$ cat src/rtl/board_collapse.sv
// Line-clear board: DEPTH rows of WIDTH cells with merge-writes and a
// scan/shift pass that removes full rows. Optional macro: BOARD_TOTAL_LINES_EN.
module board_collapse #(
  parameter int WIDTH = 10,
  parameter int DEPTH = 12,
  localparam int AW = (DEPTH > 1) ? $clog2(DEPTH) : 1,
  localparam int CW = $clog2(DEPTH + 1)
) (
  input  logic             Clk,
  input  logic             reset,
  input  logic             wr_en,
  input  logic [AW-1:0]    wr_row,
  input  logic [WIDTH-1:0] wr_data,
  input  logic             clear_start,
  input  logic [AW-1:0]    rd_row,
  output logic [WIDTH-1:0] rd_data,
  output logic             busy,
  output logic             done,
  output logic [CW-1:0]    lines_cleared,
  output logic [15:0]      total_lines
);

  typedef enum logic [1:0] {S_IDLE, S_SCAN, S_SHIFT, S_DONE} state_t;

  localparam logic [AW:0]   DEPTH_C  = (AW + 1)'(DEPTH);
  localparam logic [AW-1:0] LAST_PTR = AW'(DEPTH - 1);

  state_t           r_state;
  state_t           w_state_nx;
  logic [WIDTH-1:0] r_rows [DEPTH];
  logic [AW-1:0]    r_ptr;
  logic [CW-1:0]    r_lines;
  logic             w_wr_ok;
  logic             w_rd_ok;
  logic             w_row_full;
  logic             w_start;

  assign w_wr_ok    = (r_state == S_IDLE) && wr_en && ({1'b0, wr_row} < DEPTH_C);
  assign w_rd_ok    = ({1'b0, rd_row} < DEPTH_C);
  assign w_row_full = &r_rows[r_ptr];
  assign w_start    = (r_state == S_IDLE) && clear_start;

  assign rd_data       = w_rd_ok ? r_rows[rd_row] : '0;
  assign busy          = (r_state == S_SCAN) || (r_state == S_SHIFT);
  assign done          = (r_state == S_DONE);
  assign lines_cleared = r_lines;

  always_ff @(posedge Clk or negedge reset) begin
    if (!reset) begin
      r_state <= S_IDLE;
    end else begin
      r_state <= w_state_nx;
    end
  end

  // A full row costs one SCAN plus one SHIFT; the pointer then re-examines
  // the row that dropped into its place, giving DEPTH+2k busy cycles.
  always_comb begin
    w_state_nx = r_state;
    case (r_state)
      S_IDLE:  if (clear_start) w_state_nx = S_SCAN;
      S_SCAN: begin
        if (w_row_full)               w_state_nx = S_SHIFT;
        else if (r_ptr == LAST_PTR)   w_state_nx = S_DONE;
      end
      S_SHIFT: w_state_nx = S_SCAN;
      S_DONE:  w_state_nx = S_IDLE;
      default: w_state_nx = S_IDLE;
    endcase
  end

  always_ff @(posedge Clk or negedge reset) begin
    if (!reset) begin
      r_ptr   <= '0;
      r_lines <= '0;
    end else if (w_start) begin
      r_ptr   <= '0;
      r_lines <= '0;
    end else if (r_state == S_SCAN && !w_row_full && r_ptr != LAST_PTR) begin
      r_ptr   <= r_ptr + AW'(1);
    end else if (r_state == S_SHIFT) begin
      r_lines <= r_lines + CW'(1);
    end
  end

  always_ff @(posedge Clk or negedge reset) begin
    if (!reset) begin
      for (int i = 0; i < DEPTH; i++) r_rows[i] <= '0;
    end else if (r_state == S_SHIFT) begin
      for (int i = 0; i < DEPTH - 1; i++) begin
        if (i >= int'(r_ptr)) r_rows[i] <= r_rows[i + 1];
      end
      r_rows[DEPTH-1] <= '0;
    end else if (w_wr_ok) begin
      r_rows[wr_row] <= r_rows[wr_row] | wr_data;
    end
  end

`ifdef BOARD_TOTAL_LINES_EN
  function automatic logic [15:0] sat_add16(input logic [15:0] a, input logic [CW-1:0] b);
    logic [16:0] s;
    s = {1'b0, a} + 17'(b);
    return s[16] ? 16'hFFFF : s[15:0];
  endfunction

  logic [15:0] r_total;

  always_ff @(posedge Clk or negedge reset) begin
    if (!reset) begin
      r_total <= '0;
    end else if (r_state == S_DONE) begin
      r_total <= sat_add16(r_total, r_lines);
    end
  end

  assign total_lines = r_total;
`else
  assign total_lines = '0;
`endif

endmodule

$ cat config.mk
export PLATFORM = sky130hd
export DESIGN_NAME = board_collapse
export DESIGN_NICKNAME = d
export VERILOG_FILES = /design/src/rtl/board_collapse.sv
export SDC_FILE = /design/constraint.sdc
export NUM_CORES = 1
export LEC_CHECK = 0
export CORE_MARGIN = 4
export CORE_UTILIZATION = 31
export DETAILED_ROUTE_END_ITERATION = 10
export GPL_TIMING_DRIVEN = 0
export SYNTH_ARGS = -nofsm -noshare
export SYNTH_HDL_FRONTEND = slang
export SYNTH_SLANG_ARGS = --single-unit
$ cat constraint.sdc
create_clock -name Clk -period 2.5 [get_ports Clk]
set_clock_uncertainty 0.2 [all_clocks]
set_input_delay 0.5 -clock Clk [delete_from_list [all_inputs] [get_ports Clk]]
set_output_delay 0.5 -clock Clk [all_outputs]
set_load 0.005 [all_outputs]
==> results of run 1 <==
path summary, 6_finish.rpt:
| path | start | end | slack, ns | depth (start not counted) |
|---|---|---|---|---|
| max | r_ptr[0] | lines_cleared[1] | -0.26 | 12 |
| min | lines_cleared[3] | lines_cleared[3] | 0.36 | 3 |
| max reg2reg | r_ptr[0] | lines_cleared[1] | -0.26 | 12 |
| min reg2reg | lines_cleared[3] | lines_cleared[3] | 0.36 | 3 |
| max in group asynchronous | reset | r_rows[80] | 0.90 | 3 |
| min in group asynchronous | reset | r_rows[54] | 0.40 | 2 |
sequential cells by signal, indices dropped and copies added, names as in the netlist:
signal / flops
r_ptr: 4
lines_cleared: 4
r_state: 2
r_rows: 120
metrics by stage:
| stage | worst slack (ns) | instances |
|---|---|---|
| 2_1_floorplan | -0.04624 | 918 |
| 3_3_place_gp | -4.648 | 1328 |
| 3_5_place_dp | -1.259 | 1329 |
| 4_1_cts | -0.2429 | 1436 |
| 5_1_grt | -0.3519 | 1440 |
| 6_report | -0.2617 | 1440 |
placed cells by master (no fill, tap or decap), types with 5 or more instances in the layout:
cell	instances
inv_6	6
a22o_1	13
nand3_1	21
o21ai_2	11
o211ai_1	6
clkdlybuf4s50_1	19
a21oi_1	69
mux4_2	65
a22oi_1	107
clkbuf_2	48
o21ai_0	68
mux2i_4	7
a22oi_2	5
buf_6	10
clkbuf_16	18
buf_4	100
a21oi_2	7
dfrtp_1	87
ha_1	8
nand3b_1	6
conb_1	16
inv_1	11
nand2_1	102
buf_2	18
mux2i_1	12
nor2_1	61
nand2b_1	6
o21ai_1	11
clkbuf_1	7
dfrtp_2	43
layer usage:
metal,global-route usage (%),up-vias,share of wire (%)
li1,-,3684,-
met1,34.57,4397,39
met2,35.89,603,43
met3,5.931,99,12
met4,13.57,0,5.9
met5,0.1603,-,0
power by group through the flow:
stage	logic, mW	registers [mW]	clock network [mW]
floorplan	3.36	3.63	0
global placement	4.76	4.33	0
detailed placement	4.82	4.34	0
CTS	6.12	4.15	2.54
global route	7.00	4.32	2.64
finish	6.67	4.33	2.54
kinds of logic after synthesis:
kind of cell / share of synthesized area, %
AOI/OAI and AO/OA: 24.19
and+or+nand+nor: 11.26
DFF: 36.97
buffers and inverters: 6.285
muxes: 19.78
adders and majority gates: 1.280
xor gates and xnor gates: 0.1991
other: 0.04262
final cells by class:
cell class | instances | area share [%]
Multi-Input combinational cell | 668 | 47.05
Sequential cell | 130 | 28.93
Timing Repair Buffer | 114 | 8.276
Buffer | 104 | 5.999
Tap cell | 378 | 4.138
Clock buffer | 18 | 3.842
Clock inverter | 14 | 1.237
Inverter | 14 | 0.5255
worst max-delay path: cells and delay by family (launching register included):
family	cells	cell delay [ns]
AOI/OAI and AO/OA	4	0.91
buffers and inverters	6	0.97
DFF	1	0.39
and+or+nand+nor	2	0.16
what timing repair did:
action,CTS,global route
hold endpoints to repair,58,0
resized for setup,212,97
setup buffers,75,4
pin swaps,16,21
setup endpoints to repair,140,140
gates cloned,0,1
hold buffers,1,0
==> results.json, run 1 <==
{
  "status": "finished with violations",
  "violations": "negative setup slack",
  "combPwrFrac_pct": 49.3,
  "gp_congestion": 1.055,
  "cts_root_buffer": "clkbuf_16",
  "drv_cap": 0,
  "holdWs_ns": 0.3646,
  "synth_top_area_cell": "dfrtp_1",
  "synth_cells": 903,
  "seq_power_share_pct": 32.0,
  "cp_max_fo": 10,
  "drive_above_1_share_pct": 37.48,
  "max_stage_delay_ns": 0.39,
  "crit_path_cell_trace": "buf_6 -> clkbuf_16 -> buf_12 -> o211ai_1 -> o211a_1 -> nor4_4 -> buf_4 -> buf_4 -> o41ai_4 -> buf_6 -> nand2b_1 -> a21oi_1",
  "clock_latency_ns": 0.44,
  "internal-power_mw": 7.350,
  "coreArea_um2": 27860,
  "syn_to_final_growth_pct": 29.89,
  "final_util_pct": 41.03,
  "vias": 8783,
  "slew_violations": 0,
  "cts_sinks": 130,
  "clkSlewWorstSetupHoldPaths_ns": 0.07,
  "htree_levels": 4,
  "yosysUniqueCellTypes": 57,
  "slowest_stage": "dfrtp_1",
  "numCtsBuffers": 17,
  "ys_ff_latch": 130,
  "cp-end-kind": "flop",
  "drt_first_iter_violations": 1352,
  "fin_setup_tns_ns": -2.610,
  "ir_drop_uv": 575.3,
  "powerDensity_nw_per_um2": 1185,
  "antenna_cells": 0,
  "synth_most_common_cell": "dfrtp_1",
  "clock_path_buffers": 2,
  "wl_um": 39430,
  "fin_ws_ns": -0.2617,
  "synthesis.area_um2": 8800,
  "cp.required_ns": 2.61,
  "synth_top_area_share_pct": 36.97,
  "fin_crit_ns": 2.762,
  "ys.flop_type": "dfrtp_1",
  "worstSetupPathType": "reg2reg",
  "avgSynthCellArea_um2": 9.745,
  "clkPwrFrac_pct": 18.7,
  "port_buffers": 32,
  "yosysWarnings": 0,
  "fin_nets": 1080,
  "grt-ovfl-total": 0,
  "grt_antenna_before_repair": 0,
  "layout.filler_cells": 2698,
  "grt_max_degree": 73,
  "critPathLaunchType": "flop",
  "finalCritPeriodShare_pct": 110.5,
  "synth-edff-count": 0,
  "cp.arrival_ns": 2.87,
  "design_area_um2": 11430,
  "final-seq-area_um2": 3307,
  "slew_headroom_pct": 41.04,
  "grtUsageTotal_pct": 24.91,
  "rsz0062_at_grt": "true",
  "dieArea_um2": 31150,
  "hold_violations": 0,
  "max_freq_mhz": 362.1,
  "ioPinCount": 54,
  "grt_pass1_wl_um": 56490,
  "p_leak_nw": 4.555,
  "synth_seq_area_share_pct": 36.97,
  "min_path_type": "reg2reg",
  "multiInputGateArea_um2": 5378,
  "placed_area_um2": 9681,
  "die-width_um": 176.5,
  "drc": 0,
  "finalSetupViolations": 18,
  "initial_core_util_pct": 31.59,
  "die_h_um": 176.5,
  "rows": 61,
  "dp_hpwl_um": 26970,
  "synthTopCellsByArea": "dfrtp_1, mux4_2, a22oi_1",
  "finalPower_mw": 13.54,
  "viasPerCell": 6.099,
  "swShare_pct": 45.73,
  "p_sw_mw": 6.193,
  "detail-route-antenna-nets": 0,
  "first_pass_iters": 5,
  "routedWlPerCell_um": 27.38,
  "tritoncts": "done",
  "tightestPinTransition_ns": 0.8845,
  "grt_pass1_vias": 8309,
  "synth_common_cells": "dfrtp_1, a22oi_1, nand2_1",
  "synthArstFlopShare_pct": 100.0
}
Power figures use the tool's default switching activity.
==> run 2, diff against run 1 <==
--- a/constraint.sdc
+++ b/constraint.sdc
@@ -4,2 +4,2 @@
 set_output_delay 0.5 -clock Clk [all_outputs]
-set_load 0.005 [all_outputs]
+set_load 0.1 [all_outputs]
==> run 2 against run 1 <==
The run still ends with negative setup slack left. Flip-flop and latch count stayed put. Non-clock buffer count down 19. Global-route usage shrank 0.56 points. First-iteration DRC count grew 6.0%. Clock power decreased by 2%. Critical path depth fell by 3. Sequential power about the same. Register-to-register slack about the same. Design area up 0.37%. Largest cell class unchanged. Largest power group unchanged. Highest routed layer is now met5.
==> results.json, run 2 (synthesis results as in run 1) <==
{
  "initial_core_util_pct": 31.59,
  "cp-end-kind": "flop",
  "cp.arrival_ns": 2.92,
  "coreArea_um2": 27860,
  "hold_violations": 0,
  "regMostFlops": "r_rows",
  "finalPower_mw": 14.13,
  "clock_path_buffers": 2,
  "rsz0062_at_grt": "true",
  "p_leak_nw": 4.504,
  "met3_usage_pct": 6.124,
  "grt_max_degree": 84,
  "holdWs_ns": 0.3608,
  "internal-power_mw": 7.224,
  "cp_max_fo": 7,
  "ir_drop_uv": 526.9,
  "reg2reg_depth": 9,
  "ioPinCount": 54,
  "grt.met2_usage_pct": 35.41,
  "final_util_pct": 41.18,
  "grt_busiest_layer": "met2",
  "tritoncts": "done",
  "critPathLaunchType": "flop",
  "final_common_cell": "a22oi_1",
  "dieArea_um2": 31150,
  "design_area_um2": 11470,
  "hold_start": "r_rows[94]",
  "fin_crit_ns": 2.754,
  "drive_above_1_share_pct": 36.72,
  "grt_pass1_vias": 8433,
  "worstReg2RegEnd": "r_ptr[3]",
  "powerDensity_nw_per_um2": 1232,
  "grt_antenna_before_repair": 2,
  "viasPerCell": 6.063,
  "seq_power_share_pct": 30.8,
  "gp_congestion": 1.043,
  "slew_headroom_pct": 36.03,
  "max_freq_mhz": 363.2,
  "syn_to_final_growth_pct": 30.37,
  "htree_levels": 4,
  "status": "finished with violations",
  "finalCritPeriodShare_pct": 110.1,
  "fin_ws_ns": -0.2536,
  "grt_pass1_wl_um": 55690,
  "finalSetupViolations": 20,
  "rows": 61,
  "detail-route-antenna-nets": 0,
  "numCtsBuffers": 17,
  "cts_sinks": 130,
  "ff2ff_setup_slack_ns": -0.25,
  "p_sw_mw": 6.911,
  "violations": "negative setup slack",
  "startpoint": "r_ptr[0]",
  "met1_usage_pct": 33.23,
  "grt-ovfl-total": 0,
  "first_pass_iters": 5,
  "dp_hpwl_um": 26970,
  "drc": 0,
  "placed_area_um2": 9797,
  "holdPathStages": 2,
  "port_buffers": 32,
  "wl_um": 37970,
  "worstSetupPathType": "reg2reg",
  "drv_cap": 0,
  "clock_latency_ns": 0.44,
  "cp.required_ns": 2.66,
  "min_path_type": "reg2reg",
  "largest_register_ffs": 120,
  "tightestPinTransition_ns": 0.9634,
  "swShare_pct": 48.89,
  "layout_common_cells": "a22oi_1, nand2_1, buf_4",
  "fin_nets": 1061,
  "routedWlPerCell_um": 26.72,
  "clkSlewWorstSetupHoldPaths_ns": 0.07,
  "clkPwrFrac_pct": 17.7,
  "die-width_um": 176.5,
  "hold_path_end": "r_rows[94]",
  "vias": 8615,
  "r2r-start": "r_ptr[0]",
  "slew_violations": 0,
  "grtUsageTotal_pct": 24.35,
  "combPwrFrac_pct": 51.5,
  "antenna_cells": 0,
  "die_h_um": 176.5,
  "cts_root_buffer": "clkbuf_16",
  "drt_first_iter_violations": 1433
}
## run 2: cell types whose count changed in the layout (fill, tap and decap cells not counted), moves of 4 or more
| cell | before | now |
|---|---|---|
| o21ai_2 | 11 | 5 |
| buf_2 | 18 | 7 |
| o21ai_1 | 11 | 6 |
| o21ai_4 | 0 | 10 |
| buf_12 | 2 | 10 |
| dlygate4sd2_1 | 1 | 5 |
| buf_4 | 100 | 86 |
| clkdlybuf4s50_1 | 19 | 13 |
| inv_8 | 1 | 7 |
## run 2: stage by stage
step / std cells / setup slack [ns] / TNS (ns)
after floorplan: 918 / -0.04624 / -0.04624
after global placement: 1328 / -4.588 / -714.61
after detailed placement: 1329 / -1.802 / -122.92
after CTS: 1415 / -0.2273 / -2.835
after global routing: 1421 / -0.3220 / -3.795
final: 1421 / -0.2536 / -3.010
## run 2: final cells by class
cell class	instances	area [um2]
plain buffers	104	683.2
flip-flops and latches	130	3311
multi-input cells	668	5453
well taps	378	473.0
clock inverters	15	156.4
clock buffers	17	425.4
fillers	2696	16390
inverters	14	60.06
repair buffers	95	910.9
## run 2: power by group through the flow
stage	logic [mW]	clock network, mW	registers (mW)
6_report	7.28	2.50	4.35
5_1_grt	7.67	2.62	4.37
4_1_cts	6.98	2.53	4.20
3_3_place_gp	5.66	0	4.33
3_5_place_dp	5.73	0	4.34
2_1_floorplan	4.12	0	3.80
## run 2: worst max-delay path by stage
stage / to / slack [ns] / cells past startpoint
floorplan: r_state[1] / -0.05 / 8
detailed placement: rd_data[1] / -1.80 / 6
finish: r_ptr[3] / -0.25 / 9
global placement: r_rows[65] / -4.59 / 1
global route: r_ptr[2] / -0.32 / 9
CTS: r_ptr[3] / -0.23 / 9
## run 2: metal layers
metal	part of all wire [%]	vias to the layer above
met5	0.068	-
met4	6.0	4
met3	12	104
met2	43	592
met1	39	4273
li1	-	3642
## run 2: timing repair
item / 4_1_cts / 5_1_grt
hold endpoints to repair: 47 / 0
setup endpoints to repair: 146 / 134
pin swaps: 12 / 7
buffers inserted: 53 / 7
gates resized for setup: 254 / 87
hold buffers: 1 / 0
gates cloned: 1 / 0
## run 2: worst max-delay path: stages, from the launching register on
cell,delay [ns]
dfrtp_1,0.36
buf_6,0.16
mux4_2,0.50
or2_1,0.25
o2111a_2,0.18
o2111ai_4,0.30
o31ai_4,0.12
buf_6,0.16
or3_1,0.32
a21oi_2,0.12
==> run 3, diff against run 2 <==
CORE_MARGIN = default   (was 4)
==> run 3 against run 2 <==
Design area is 0.22% lower. The run still ends with negative setup slack left. Global-route usage is 2.7 points higher. Hold slack better by 0.0096 ns. Clock-buffer cell count is 2 higher. Non-clock buffer count is 11 lower. Via count is 0.62% lower. Combinational power is 2% higher. Utilization is 0.090 points lower. Register-to-register slack hardly changed. Power is 0.86% higher.
==> results.json, run 3 (synthesis results as in run 1) <==
{
  "finalCritPeriodShare_pct": 110.6,
  "viasPerCell": 6.072,
  "htree_levels": 4,
  "routedWlPerCell_um": 27.11,
  "ioPinCount": 54,
  "cp_common_cell": "buf_12",
  "detail-route-antenna-nets": 0,
  "crit_path_cell_trace": "buf_8 -> buf_12 -> buf_12 -> buf_12 -> nand3_1 -> o21ai_1 -> o2bb2ai_2 -> nor4_4 -> buf_4 -> o31ai_4 -> buf_6 -> or3_4 -> a21oi_2",
  "tritoncts": "done",
  "grt_pass1_vias": 8138,
  "initial_core_util_pct": 31.59,
  "clkSlewWorstSetupHoldPaths_ns": 0.06,
  "grtUsageTotal_pct": 27.06,
  "placed_area_um2": 9797,
  "drt_first_iter_violations": 1067,
  "regMostFlops": "r_rows",
  "slew_violations": 0,
  "drv_cap": 0,
  "rows": 61,
  "violations": "negative setup slack",
  "numCtsBuffers": 17,
  "wl_um": 38220,
  "coreArea_um2": 27860,
  "final_common_cell": "a22oi_1",
  "holdWs_ns": 0.3705,
  "port_buffers": 32,
  "antenna_cells": 0,
  "fin_crit_ns": 2.764,
  "min_path_type": "in2async",
  "tightestPinTransition_ns": 0.9713,
  "vias": 8562,
  "rsz0062_at_grt": "true",
  "slowest_stage": "dfrtp_1",
  "fin_ws_ns": -0.2639,
  "dp_worst_setup_slack_ns": -1.869,
  "cts_root_buffer": "clkbuf_16",
  "fin_nets": 1050,
  "grt_pass1_wl_um": 55440,
  "first_pass_iters": 7,
  "gp_congestion": 1.024,
  "drive_above_1_share_pct": 35.08,
  "powerDensity_nw_per_um2": 1245,
  "worstSetupPathType": "reg2reg",
  "p_leak_nw": 4.493,
  "layout.filler_cells": 2674,
  "ir_drop_uv": 592.9,
  "dieArea_um2": 29060,
  "fin_setup_tns_ns": -3.453,
  "cts_sinks": 130,
  "drc": 0,
  "final_util_pct": 41.09,
  "grt-ovfl-total": 0,
  "cp_max_fo": 7,
  "clock_path_buffers": 2,
  "grt_max_degree": 85,
  "design_area_um2": 11450,
  "max_stage_delay_ns": 0.40,
  "hold_violations": 0,
  "slew_headroom_pct": 35.50,
  "cp-end-kind": "flop",
  "clock_latency_ns": 0.44,
  "layout_common_cells": "a22oi_1, nand2_1, dfrtp_1",
  "multiInputGateArea_um2": 5488,
  "die_h_um": 170.5,
  "syn_to_final_growth_pct": 30.09,
  "cp.arrival_ns": 2.92,
  "finalSetupViolations": 21,
  "grt_antenna_before_repair": 1,
  "critPathLaunchType": "flop",
  "final-seq-area_um2": 3296,
  "critPathTopFamily": "buffers and inverters",
  "status": "finished with violations",
  "die-width_um": 170.5,
  "path_buf_inv": 6,
  "max_freq_mhz": 361.8,
  "cp.required_ns": 2.66,
  "largest_register_ffs": 120,
  "dp_hpwl_um": 27560
}
[run 3: area by class of cell]
cell class | count | share of cell area [%]
multi-input cells | 668 | 47.94
flip-flops and latches | 130 | 28.79
repair buffers | 84 | 7.771
well taps | 378 | 4.132
clock inverters | 13 | 1.093
inverters | 14 | 0.5246
clock buffers | 19 | 3.869
plain buffers | 104 | 5.880
[run 3: metal layers]
metal  part of all wire, %  global-route usage, %  vias to the layer above
met5                     0                      0                        -
met2                    43                  38.81                      595
met3                    13                  7.186                       99
met4                   5.9                  15.12                        0
met1                    39                  36.79                     4250
li1                      -                      -                     3618
[run 3: final timing paths]
check	cells after the start	endpoint	slack [ns]	from
min in group Clk	2	r_rows[92]	0.37	r_rows[92]
worst min register to register	2	r_rows[92]	0.37	r_rows[92]
worst min-delay path	2	r_rows[101]	0.37	reset
max in group asynchronous	3	r_rows[27]	0.92	reset
worst max register to register	13	r_ptr[2]	-0.26	r_ptr[0]
worst max-delay path	13	r_ptr[2]	-0.26	r_ptr[0]
[run 3: power by group]
group	switching [mW]	leakage, nW	total (mW)	internal (mW)
sequential	1.44	1.64	4.40	2.96
clock	1.05	0.275	2.46	1.41
combinational	4.42	2.58	7.39	2.97
total	6.91	4.49	14.3	7.34
[run 3: metrics by stage]
stage	cells	total power, mW
floorplan	918	7.919
global placement	1328	10.10
detailed placement	1329	10.15
CTS	1402	13.81
global route	1410	14.75
finish	1410	14.26
[run 3: what timing repair did]
| action | CTS | global route |
|---|---|---|
| pin swaps | 15 | 6 |
| buffers inserted | 40 | 9 |
| setup endpoints to repair | 146 | 131 |
| hold endpoints to repair | 46 | 0 |
| cloned | 2 | 0 |
| gates resized for setup | 257 | 83 |
| hold buffers | 1 | 0 |
